## src/rtl/sr_flop_bank.sv

```systemverilog
`default_nettype none
// ============================================================================
// Module      : sr_flop_bank
// Description : Bank of WIDTH clocked SR storage cells with enable, a
//               configurable S=R=1 policy, rise/fall pulses and sticky
//               conflict flags. Optional conflict counter: SR_CONFLICT_CNT_EN.
// Revision    : 1.0 - initial release
// ============================================================================
module sr_flop_bank #(
    parameter int               WIDTH         = 8,
    parameter int               CONFLICT_MODE = 0,
    parameter logic [WIDTH-1:0] INIT          = '0,
    parameter int               CNT_W         = 8
) (
    input  logic             Clk,
    input  logic             Reset,
    input  logic             En,
    input  logic [WIDTH-1:0] S,
    input  logic [WIDTH-1:0] R,
    input  logic             Clr_err,
    output logic [WIDTH-1:0] Q,
    output logic [WIDTH-1:0] Qn,
    output logic [WIDTH-1:0] Rise,
    output logic [WIDTH-1:0] Fall,
    output logic [WIDTH-1:0] Err
`ifdef SR_CONFLICT_CNT_EN
    ,
    output logic [CNT_W-1:0] Conflict_cnt
`endif
);

    // Out-of-range policy codes fall back to hold.
    localparam int c_mode = (CONFLICT_MODE >= 0 && CONFLICT_MODE <= 3) ? CONFLICT_MODE : 0;

    logic [WIDTH-1:0] q_q, q_d;
    logic [WIDTH-1:0] rise_q, rise_d;
    logic [WIDTH-1:0] fall_q, fall_d;
    logic [WIDTH-1:0] err_q, err_d;
    logic [WIDTH-1:0] w_conflict;
    logic [WIDTH-1:0] w_conf_val;
    logic [WIDTH-1:0] w_next;

    generate
        if (WIDTH < 1 || CNT_W < 1) begin : g_param_check
            $error("sr_flop_bank: WIDTH and CNT_W must be at least 1");
        end
    endgenerate

    assign w_conflict = S & R;

    always_comb begin
        case (c_mode)
            1:       w_conf_val = '0;
            2:       w_conf_val = '1;
            3:       w_conf_val = ~q_q;
            default: w_conf_val = q_q;
        endcase
    end

    assign w_next = (S & ~R) | (~S & ~R & q_q) | (w_conflict & w_conf_val);

    always_comb begin
        q_d    = q_q;
        rise_d = '0;
        fall_d = '0;
        err_d  = Clr_err ? '0 : err_q;
        if (En) begin
            q_d    = w_next;
            rise_d = w_next & ~q_q;
            fall_d = ~w_next & q_q;
            err_d  = err_d | w_conflict;
        end
    end

    always_ff @(posedge Clk) begin
        if (Reset) begin
            q_q    <= INIT;
            rise_q <= '0;
            fall_q <= '0;
            err_q  <= '0;
        end else begin
            q_q    <= q_d;
            rise_q <= rise_d;
            fall_q <= fall_d;
            err_q  <= err_d;
        end
    end

    assign Q    = q_q;
    assign Qn   = ~q_q;
    assign Rise = rise_q;
    assign Fall = fall_q;
    assign Err  = err_q;

`ifdef SR_CONFLICT_CNT_EN
    localparam logic [CNT_W-1:0] c_cnt_max = {CNT_W{1'b1}};

    logic [CNT_W-1:0] cnt_q, cnt_d;
    logic             w_any_conflict;

    assign w_any_conflict = En & (|w_conflict);

    // A clear coinciding with a new conflict counts that conflict.
    always_comb begin
        cnt_d = cnt_q;
        if (Clr_err) begin
            cnt_d = w_any_conflict ? CNT_W'(1) : '0;
        end else if (w_any_conflict && cnt_q != c_cnt_max) begin
            cnt_d = cnt_q + CNT_W'(1);
        end
    end

    always_ff @(posedge Clk) begin
        if (Reset) begin
            cnt_q <= '0;
        end else begin
            cnt_q <= cnt_d;
        end
    end

    assign Conflict_cnt = cnt_q;
`endif

endmodule
`default_nettype wire
```

## config.mk

```make
export PLATFORM = sky130hd
export DESIGN_NAME = sr_flop_bank
export DESIGN_NICKNAME = d
export VERILOG_FILES = /design/src/rtl/sr_flop_bank.sv
export SDC_FILE = /design/constraint.sdc
export NUM_CORES = 1
export LEC_CHECK = 0
export BUFFER_PORTS_ARGS = -buffer_cell sky130_fd_sc_hd__clkbuf_2
export CAP_MARGIN = 20
export CORE_MARGIN = 2
export CORE_UTILIZATION = 44
export DETAILED_ROUTE_END_ITERATION = 7
export GPL_TIMING_DRIVEN = 0
export MAX_ROUTING_LAYER = met4
export PLACE_DENSITY_LB_ADDON = 0.25
export REMOVE_ABC_BUFFERS = 1
export SLEW_MARGIN = 20
export SYNTH_ARGS = -nofsm -noshare
export SYNTH_HDL_FRONTEND = slang
export SYNTH_SLANG_ARGS = --single-unit
```

## constraint.sdc

```tcl
create_clock -name Clk -period 1.1 [get_ports Clk]
set_input_delay 0.11 -clock Clk [delete_from_list [all_inputs] [get_ports Clk]]
set_output_delay 0.11 -clock Clk [all_outputs]
set_load 0.02 [all_outputs]
```

==> out/metrics.cfg, run 1 <==
[run]
cap_violations=0

[synthesis]
synth_warnings=0
synth_cell_type_count=21
post_synth.cell_area_avg_um2=9.72
synth_seq_cells=32
synth_top_area_frac=0.519
synth-seq-area-share=0.519
syn_area_um2=1230
yosysTopAreaCell=dfxtp_1
syn_inst=127
synthTopCellsByArea=dfxtp_1 52%, nand2_1 6.7%, a32oi_1 5.7%

[clock_tree]
clockBufferDepth=2
cts_tree=yes
ctsHtreeMaxLevel=2
post_cts_buffers=0
clk-insertion-delay-late_ns=0.33
cts_root_buffer=clkbuf_4
cts_made_buffers=5
clk_pin_slew_ns=0.10
clock_sinks=32

[global_routing]
grt_overflow_total=0
use_met2=0.289
grt_max_degree=26
use_met1=0.208
grt_pass1_wl_um=4350
use_met3=0.0499
grt_usage=0.182
antenna_found_initial=0
top_usage_layer=met2
grt_pass1_vias=988

[floorplan]
pin_count=60
fp.dieArea_um2=3250
core_um2=2710
chipWidth_um=57.0
row_count=19
fp.dieH_um=57.0
initial_core_util=0.456

[layout]
post-route-util=0.620
drive_above_1_share=0.416
layout_common_cells=59 x clkbuf_2, 25 x dfxtp_1, 22 x nand2_1
design_area_um2=1680
layout.nets=216
area_growth_pct=36.0
antenna_cells=0
final_common_cell=clkbuf_2

[sta]
slew_headroom=0.689
period_needed_ns=1.04
holdWs_ns=0.0150
grt_setup_unrepaired=no
max_freq_mhz=958
setup_tns_ns=0
tightest_slew_ns=0.466
clock_skew_ns=0.00688
setup_viol=0
finalCritPeriodShare=0.949
report.final.slew_viol_count=0
hold_viol_final=0

[power]
power_mw=2.28
vdd_ir_drop_max_mv=1.05
power_density_nw_per_um2=1360
p_leak_nw=0.733

[detailed_routing]
via_count=1151
viasPerCell=5.05
drtIter0Drc=34
routedWlPerCell_um=11.9
dr.pass1.iters=4
drc=0
final_antenna_net_count=0
routed_wl_um=2710

[worst_setup_path]
cp_num_buf_inv=2
crit_family=flip-flops
crit_type=flip-flop to output pin
critPathMaxStageDelay_ns=0.41
cp-end-kind=output pin
worstPathMaxFanout=6
cp.arrival_ns=0.93
path_cells=inv_1 -> clkbuf_2
cp_data_required_time_ns=0.99
crit_path_top_delay_cell=dfxtp_2
start_kind=flip-flop

[placement]
hpwl_um=1800
routabilityCongestion=0.698
placed_area_um2=1520
io_buffers=59

[outcome]
run_status=finished, final reports clean

[worst_hold_path]
hp-class=input port to flip-flop

## where the power goes
part / internal [mW] / leakage [nW] / switching, mW / total (mW)
sequential: 1.20 / 0.264 / 0.0382 / 1.24
clock: 0.315 / 0.0326 / 0.374 / 0.689
combinational: 0.140 / 0.437 / 0.216 / 0.356
## stage by stage
step	instances	setup WS, ns
floorplan	121	0.255
global placement	211	-0.0277
detailed placement	211	-0.0933
CTS	228	0.0256
global route	228	0.00565
finish	228	0.0557
## sequential cells by signal (all words and copies together) (netlist names)
signal	count
Err	8
Q	8
Rise	8
Fall	8
## cell type report
type	count	area, um2
fillers	252	1030
flip-flops and latches	32	652
clock buffers	8	58.8
well taps	31	38.8
inverters	9	33.8
repair buffers	68	385
multi-input cells	80	510
## timing repair
item / 4_1_cts / 5_1_grt
setup endpoints to repair: 6 / 8
hold buffers: 9 / 0
pin swaps: 0 / 0
endpoints found under the hold margin: 9 / 0
gates resized for setup: 3 / 5
## cells in the mapped netlist
cell type  instances
a21oi_1            8
dfxtp_1           32
a32oi_1            8
buf_6              3
buf_2              1
nor4b_4            2
nor2b_1            7
inv_1              9
buf_4              1
nor3_2             6
o21ai_1            2
nor2_1             9
clkbuf_1           1
o21ai_0            5
nor3_1             2
nand2_1           22
nand2b_4           1
nand2b_1           1
nor4b_2            1
nor4b_1            5
a2bb2oi_1          1
## per-layer routing
layer / part of all wire / vias to the layer above
li1: - / 574
met1: 0.42 / 521
met2: 0.47 / 49
met3: 0.086 / 7
met4: 0.020 / 0
met5: 0 / -
## path summary, 6_finish.rpt
path,start,to,slack [ns],cells after the start
max,Q[7]$_SDFFE_PP0P_,Qn[7],0.06,2
min,R[4],Rise[4]$_SDFF_PP0_,0.01,2
max reg2reg,Q[7]$_SDFFE_PP0P_,Q[7]$_SDFFE_PP0P_,0.20,3
min reg2reg,Q[0]$_SDFFE_PP0P_,Rise[0]$_SDFF_PP0_,0.47,1
## logic make-up (layout without fill, tap and decap cells)
| kind of cell | Yosys count | in the layout | synth area share |
|---|---|---|---|
| compound gates | 24 | 24 | 0.125 |
| flops | 32 | 32 | 0.519 |
| buf+inv | 15 | 85 | 0.0679 |
| simple gates | 56 | 56 | 0.289 |
Power figures use the tool's default switching activity.
==> run 2, diff against run 1 <==
Settings changed: GPL_TIMING_DRIVEN 0 to default.
==> run 2 against run 1 <==
  * Design area up 5.0%
  * Sequential cell count unchanged
  * Global-route usage down 0.64 points
  * Maximum frequency down 0.11%
  * Critical path type unchanged
  * Critical endpoint is now Qn[5]
==> out/metrics.cfg, run 2 (same netlist as run 1, synthesis figures left out) <==
[layout]
drive_above_1_share=0.426
area_growth_pct=42.8
final_common_cell=clkbuf_2
final_cells=235
seq_area_um2=656
fillers=240
antenna_cells=0
multiInputGateArea_um2=510
layout_common_cells=59 x clkbuf_2, 24 x dfxtp_1, 22 x nand2_1, 13 x dlygate4sd3_1
layout.nets=223

[sta]
clock_skew_ns=0.00581
report.final.slew_viol_count=0
tightest_slew_ns=0.320
setup_viol=0
hold_viol_final=0
slew_headroom=0.786
max_freq_mhz=956
period_needed_ns=1.05
grt_setup_unrepaired=no
setup_tns_ns=0
finalCritPeriodShare=0.950

[global_routing]
antenna_found_initial=0
grt_pass1_vias=947
grt_overflow_total=0
grt_pass1_wl_um=4170
grt_max_degree=17
grt_usage=0.176

[placement]
io_buffers=59
hpwl_um=1910
dp_cells=214
routabilityCongestion=0.696

[floorplan]
chipWidth_um=57.0
core_um2=2710
fp.dieArea_um2=3250
pin_count=60
initial_core_util=0.456
fp.dieH_um=57.0
row_count=19

[detailed_routing]
final_antenna_net_count=0
viasPerCell=5.00
via_count=1174
drtIter0Drc=34
routedWlPerCell_um=11.8
dr.pass1.iters=4
routed_wl_um=2780
drc=0

[clock_tree]
cts_tree=yes
ctsHtreeMaxLevel=2
clockBufferDepth=2
cts_made_buffers=5
post_cts_buffers=0
clock_sinks=32
cts_root_buffer=clkbuf_4
clk-insertion-delay-late_ns=0.33
clk_pin_slew_ns=0.10

[worst_setup_path]
cp_data_required_time_ns=0.99
cp.arrival_ns=0.94
start_kind=flip-flop
crit_family=flip-flops
path_cells=inv_1 -> clkbuf_2
crit_type=flip-flop to output pin
cp.depth=2
crit_path_top_delay_cell=dfxtp_2
worstPathMaxFanout=6
cp_num_buf_inv=2
critPathMaxStageDelay_ns=0.40
rr_worst_depth=3
cp-end-kind=output pin

[worst_hold_path]
min_delay_path_depth=2
hp-class=input port to flip-flop

[power]
vdd_ir_drop_max_mv=1.07
p_leak_nw=0.774
power_density_nw_per_um2=1420

[run]
cap_violations=0

[outcome]
run_status=finished, final reports clean

==> run 2: cell types whose count changed in the layout (fill, tap and decap cells not counted) <==
cell,before,now
clkinv_2,0,1
dfxtp_4,1,2
bufinv_16,0,1
dlygate4sd3_1,9,13
clkbuf_1,2,1
clkbuf_8,1,0
dfxtp_1,25,24
buf_4,0,3
==> run 2: routing by layer <==
metal,share of wire,up-vias,wire [um],global-route usage
met5,0,-,0,-
met4,0.018,0,49,0.0797
met3,0.093,5,259,0.0771
met2,0.48,55,1330,0.269
met1,0.41,530,1140,0.198
li1,-,584,-,-
==> run 2: area by class of cell <==
class / instances / area share
timing repair buffer: 75 / 0.254
clock inverter: 2 / 0.0199
inverter: 9 / 0.0192
multi-input combinational: 80 / 0.290
clock buffer: 6 / 0.0234
sequential: 32 / 0.372
tap: 31 / 0.0220
==> run 2: worst paths after layout <==
kind                                         from                 end  slack [ns]
worst min-delay path                         R[4]  Rise[4]$_SDFF_PP0_        0.02
worst min register to register  Q[7]$_SDFFE_PP0P_  Rise[7]$_SDFF_PP0_        0.47
worst max-delay path            Q[5]$_SDFFE_PP0P_               Qn[5]        0.05
worst max register to register  Q[7]$_SDFFE_PP0P_   Q[7]$_SDFFE_PP0P_        0.28
==> run 2: worst register-to-register path, cell delays in order (launching register included) <==
cell and delay (ns):
dfxtp_4 0.38, a21oi_1 0.12, a2bb2oi_1 0.17, nor2_1 0.06
==> run 2: power breakdown <==
| group | leakage (nW) | internal, mW | switching (mW) | total, mW |
|---|---|---|---|---|
| registers | 0.264 | 1.20 | 0.0396 | 1.24 |
| clock network | 0.0422 | 0.476 | 0.409 | 0.885 |
| logic | 0.468 | 0.156 | 0.217 | 0.373 |
==> run 2: per-stage QoR <==
stage	hold WS, ns	setup slack [ns]	instance area, um2	power [mW]	util
after detailed placement	0.320	0.149	1540	1.60	0.569
after global routing	0.00529	0.00732	1760	2.60	0.651
after global placement	0.322	0.188	1540	1.59	0.569
after CTS	0.00497	0.00449	1750	2.52	0.647
final	0.0175	0.0545	1760	2.50	0.651
after floorplan	0.179	0.255	1180	1.44	-
==> run 2: timing repair <==
action / in CTS / in global routing
endpoints found under the setup margin: 7 / 11
endpoints found under the hold margin: 13 / 0
hold buffers: 13 / 0
gates resized for setup: 4 / 6
==> run 3, diff against run 2 <==
Settings changed: ABC_AREA from default to 1.
==> run 3 against run 2 <==
  * Maximum frequency decreased by 0.51%
  * First-iteration DRC count decreased by 62%
  * Global-route usage increased by 0.78 points
  * Combinational power about the same
  * Clock power decreased by 23%
  * Via count decreased by 4.9%
  * Utilization decreased by 2.2 points
  * Design area decreased by 9.2%
  * Die area decreased by 2.4%
  * Total power decreased by 7.9%
==> out/metrics.cfg, run 3 <==
[placement]
pre_cts_ws_ns=0.0446
io_buffers=59
dp_cells=225
routabilityCongestion=0.779
hpwl_um=1970

[worst_hold_path]
hold_start=R[3]
hp-class=input port to flip-flop

[synthesis]
synth_seq_cells=32
syn_inst=138
yosysTopAreaCell=dfxtp_1
synth_warnings=0
synthFlopType=dfxtp_1
synthTopCellsByArea=dfxtp_1 53%, nand2_1 9.7%, nor3_2 9.1%
post_synth.cell_area_avg_um2=8.72
synth_most_common_cell=dfxtp_1
synthTopCellsByCount=32 x dfxtp_1, 31 x nand2_1, 19 x inv_1, 11 x nor3_2
synth_top_area_frac=0.532
syn_area_um2=1200
synth-seq-area-share=0.532
synth_cell_type_count=15
synth_edf_count=0
synth_async_sr_flop_share=0

[clock_tree]
clockBufferDepth=2
clock_sinks=32
post_cts_buffers=0
cts_made_buffers=5
cts_tree=yes
cts_root_buffer=clkbuf_4
clk_pin_slew_ns=0.09
ctsHtreeMaxLevel=2
clk-insertion-delay-late_ns=0.32

[power]
swShare=0.280
comb_power_share=0.162
cellInternalPower_mw=1.66
clockPowerShare=0.295
power_switching_uw=643
seq_power_share=0.543
vdd_ir_drop_max_mv=0.960
power_density_nw_per_um2=1440
power_mw=2.30
p_leak_nw=0.768

[layout]
final_common_cell=clkbuf_2
layout.nets=222
fillers=228
area_growth_pct=33.0
drive_above_1_share=0.463
antenna_cells=0
layout_common_cells=55 x clkbuf_2, 31 x nand2_1, 24 x dfxtp_1, 19 x inv_1, 11 x nor3_2
final_cells=233

[sta]
tightest_slew_ns=0.364
finalCritPeriodShare=0.955
setup_viol=0
hold_viol_final=0
setup_tns_ns=0
report.final.slew_viol_count=0
grt_setup_unrepaired=no
period_needed_ns=1.05
worst_slack_ns=0.0491
max_freq_mhz=952
slew_headroom=0.757
clock_skew_ns=0.00261

[worst_setup_path]
cp_data_required_time_ns=0.99
rr_worst_depth=3
rr_startpoint=Q[1]$_SDFFE_PP0P_
r2r_end=Q[1]$_SDFFE_PP0P_
worstPathMaxFanout=6
cp.arrival_ns=0.94
cp-end-kind=output pin
crit_type=flip-flop to output pin
setup.worst_path.end=Qn[4]
critical_path.startpoint=Q[4]$_SDFFE_PP0P_
start_kind=flip-flop
r2r_slack_ns=0.16

[global_routing]
grt_pass1_wl_um=4310
grt_pass1_vias=1035
antenna_found_initial=0
grt_overflow_total=0
grt_usage=0.184
grt_max_degree=25

[detailed_routing]
routedWlPerCell_um=11.3
drc=0
dr.pass1.iters=3
viasPerCell=4.79
drtIter0Drc=13
final_antenna_net_count=0
routed_wl_um=2630
via_count=1116

[floorplan]
chipWidth_um=56.3
fp.dieArea_um2=3170
initial_core_util=0.473
core_um2=2540
row_count=18
pin_count=60
fp.dieH_um=56.3

[run]
cap_violations=0

[outcome]
run_status=finished, final reports clean

## run 3: power by group through the flow
stage / sequential [mW] / clock, mW / combinational, mW
after floorplan: 1.33 / 0 / 0.160
after global placement: 1.27 / 0 / 0.361
after detailed placement: 1.27 / 0 / 0.369
after CTS: 1.25 / 0.712 / 0.371
after global routing: 1.26 / 0.758 / 0.406
final: 1.25 / 0.679 / 0.373
## run 3: timing repair
action	CTS	global route
hold buffers	0	0
gates resized for setup	8	12
setup endpoints to repair	9	5
gates cloned	0	0
hold endpoints to repair	0	0
## run 3: how the worst min path moves through the flow
stage,to,cells after the start
global placement,Fall[3]$_SDFF_PP0_,3
CTS,Fall[4]$_SDFF_PP0_,3
finish,Fall[3]$_SDFF_PP0_,3
detailed placement,Fall[4]$_SDFF_PP0_,3
floorplan,Q[0]$_SDFFE_PP0P_,1
global route,Fall[5]$_SDFF_PP0_,3
## run 3: cell families after synthesis
logic type             after synthesis  share of synthesized area
and+or+nand+nor                     60                      0.273
buffers and inverters               23                     0.0904
DFF                                 32                      0.532
AOI/OAI and AO/OA                   23                      0.104
## run 3: cell type report
cell class	count	area [um2]	share of cell area
clock buffer	8	58.8	0.0367
inverter	19	71.3	0.0446
multi-input combinational	83	454	0.284
sequential	32	661	0.413
tap	30	37.5	0.0235
timing repair buffer	61	318	0.199
## run 3: layer usage
layer  share of wire  global-route usage
met5               0                   -
met4           0.023              0.0918
met3           0.079              0.0714
met2            0.49               0.304
met1            0.41               0.189
## run 3: metrics by stage
| step | hold WS (ns) | cell area [um2] | utilization |
|---|---|---|---|
| global route | 0.0229 | 1600 | 0.629 |
| finish | 0.0397 | 1600 | 0.629 |
| global placement | 0.366 | 1510 | 0.595 |
| floorplan | 0.204 | 1170 | - |
| detailed placement | 0.381 | 1510 | 0.595 |
| CTS | 0.0182 | 1580 | 0.622 |
## run 3: worst max-delay path, stage by stage (launching register included)
cell and delay, ns:
dfxtp_2 0.39, inv_1 0.07, clkbuf_2 0.15
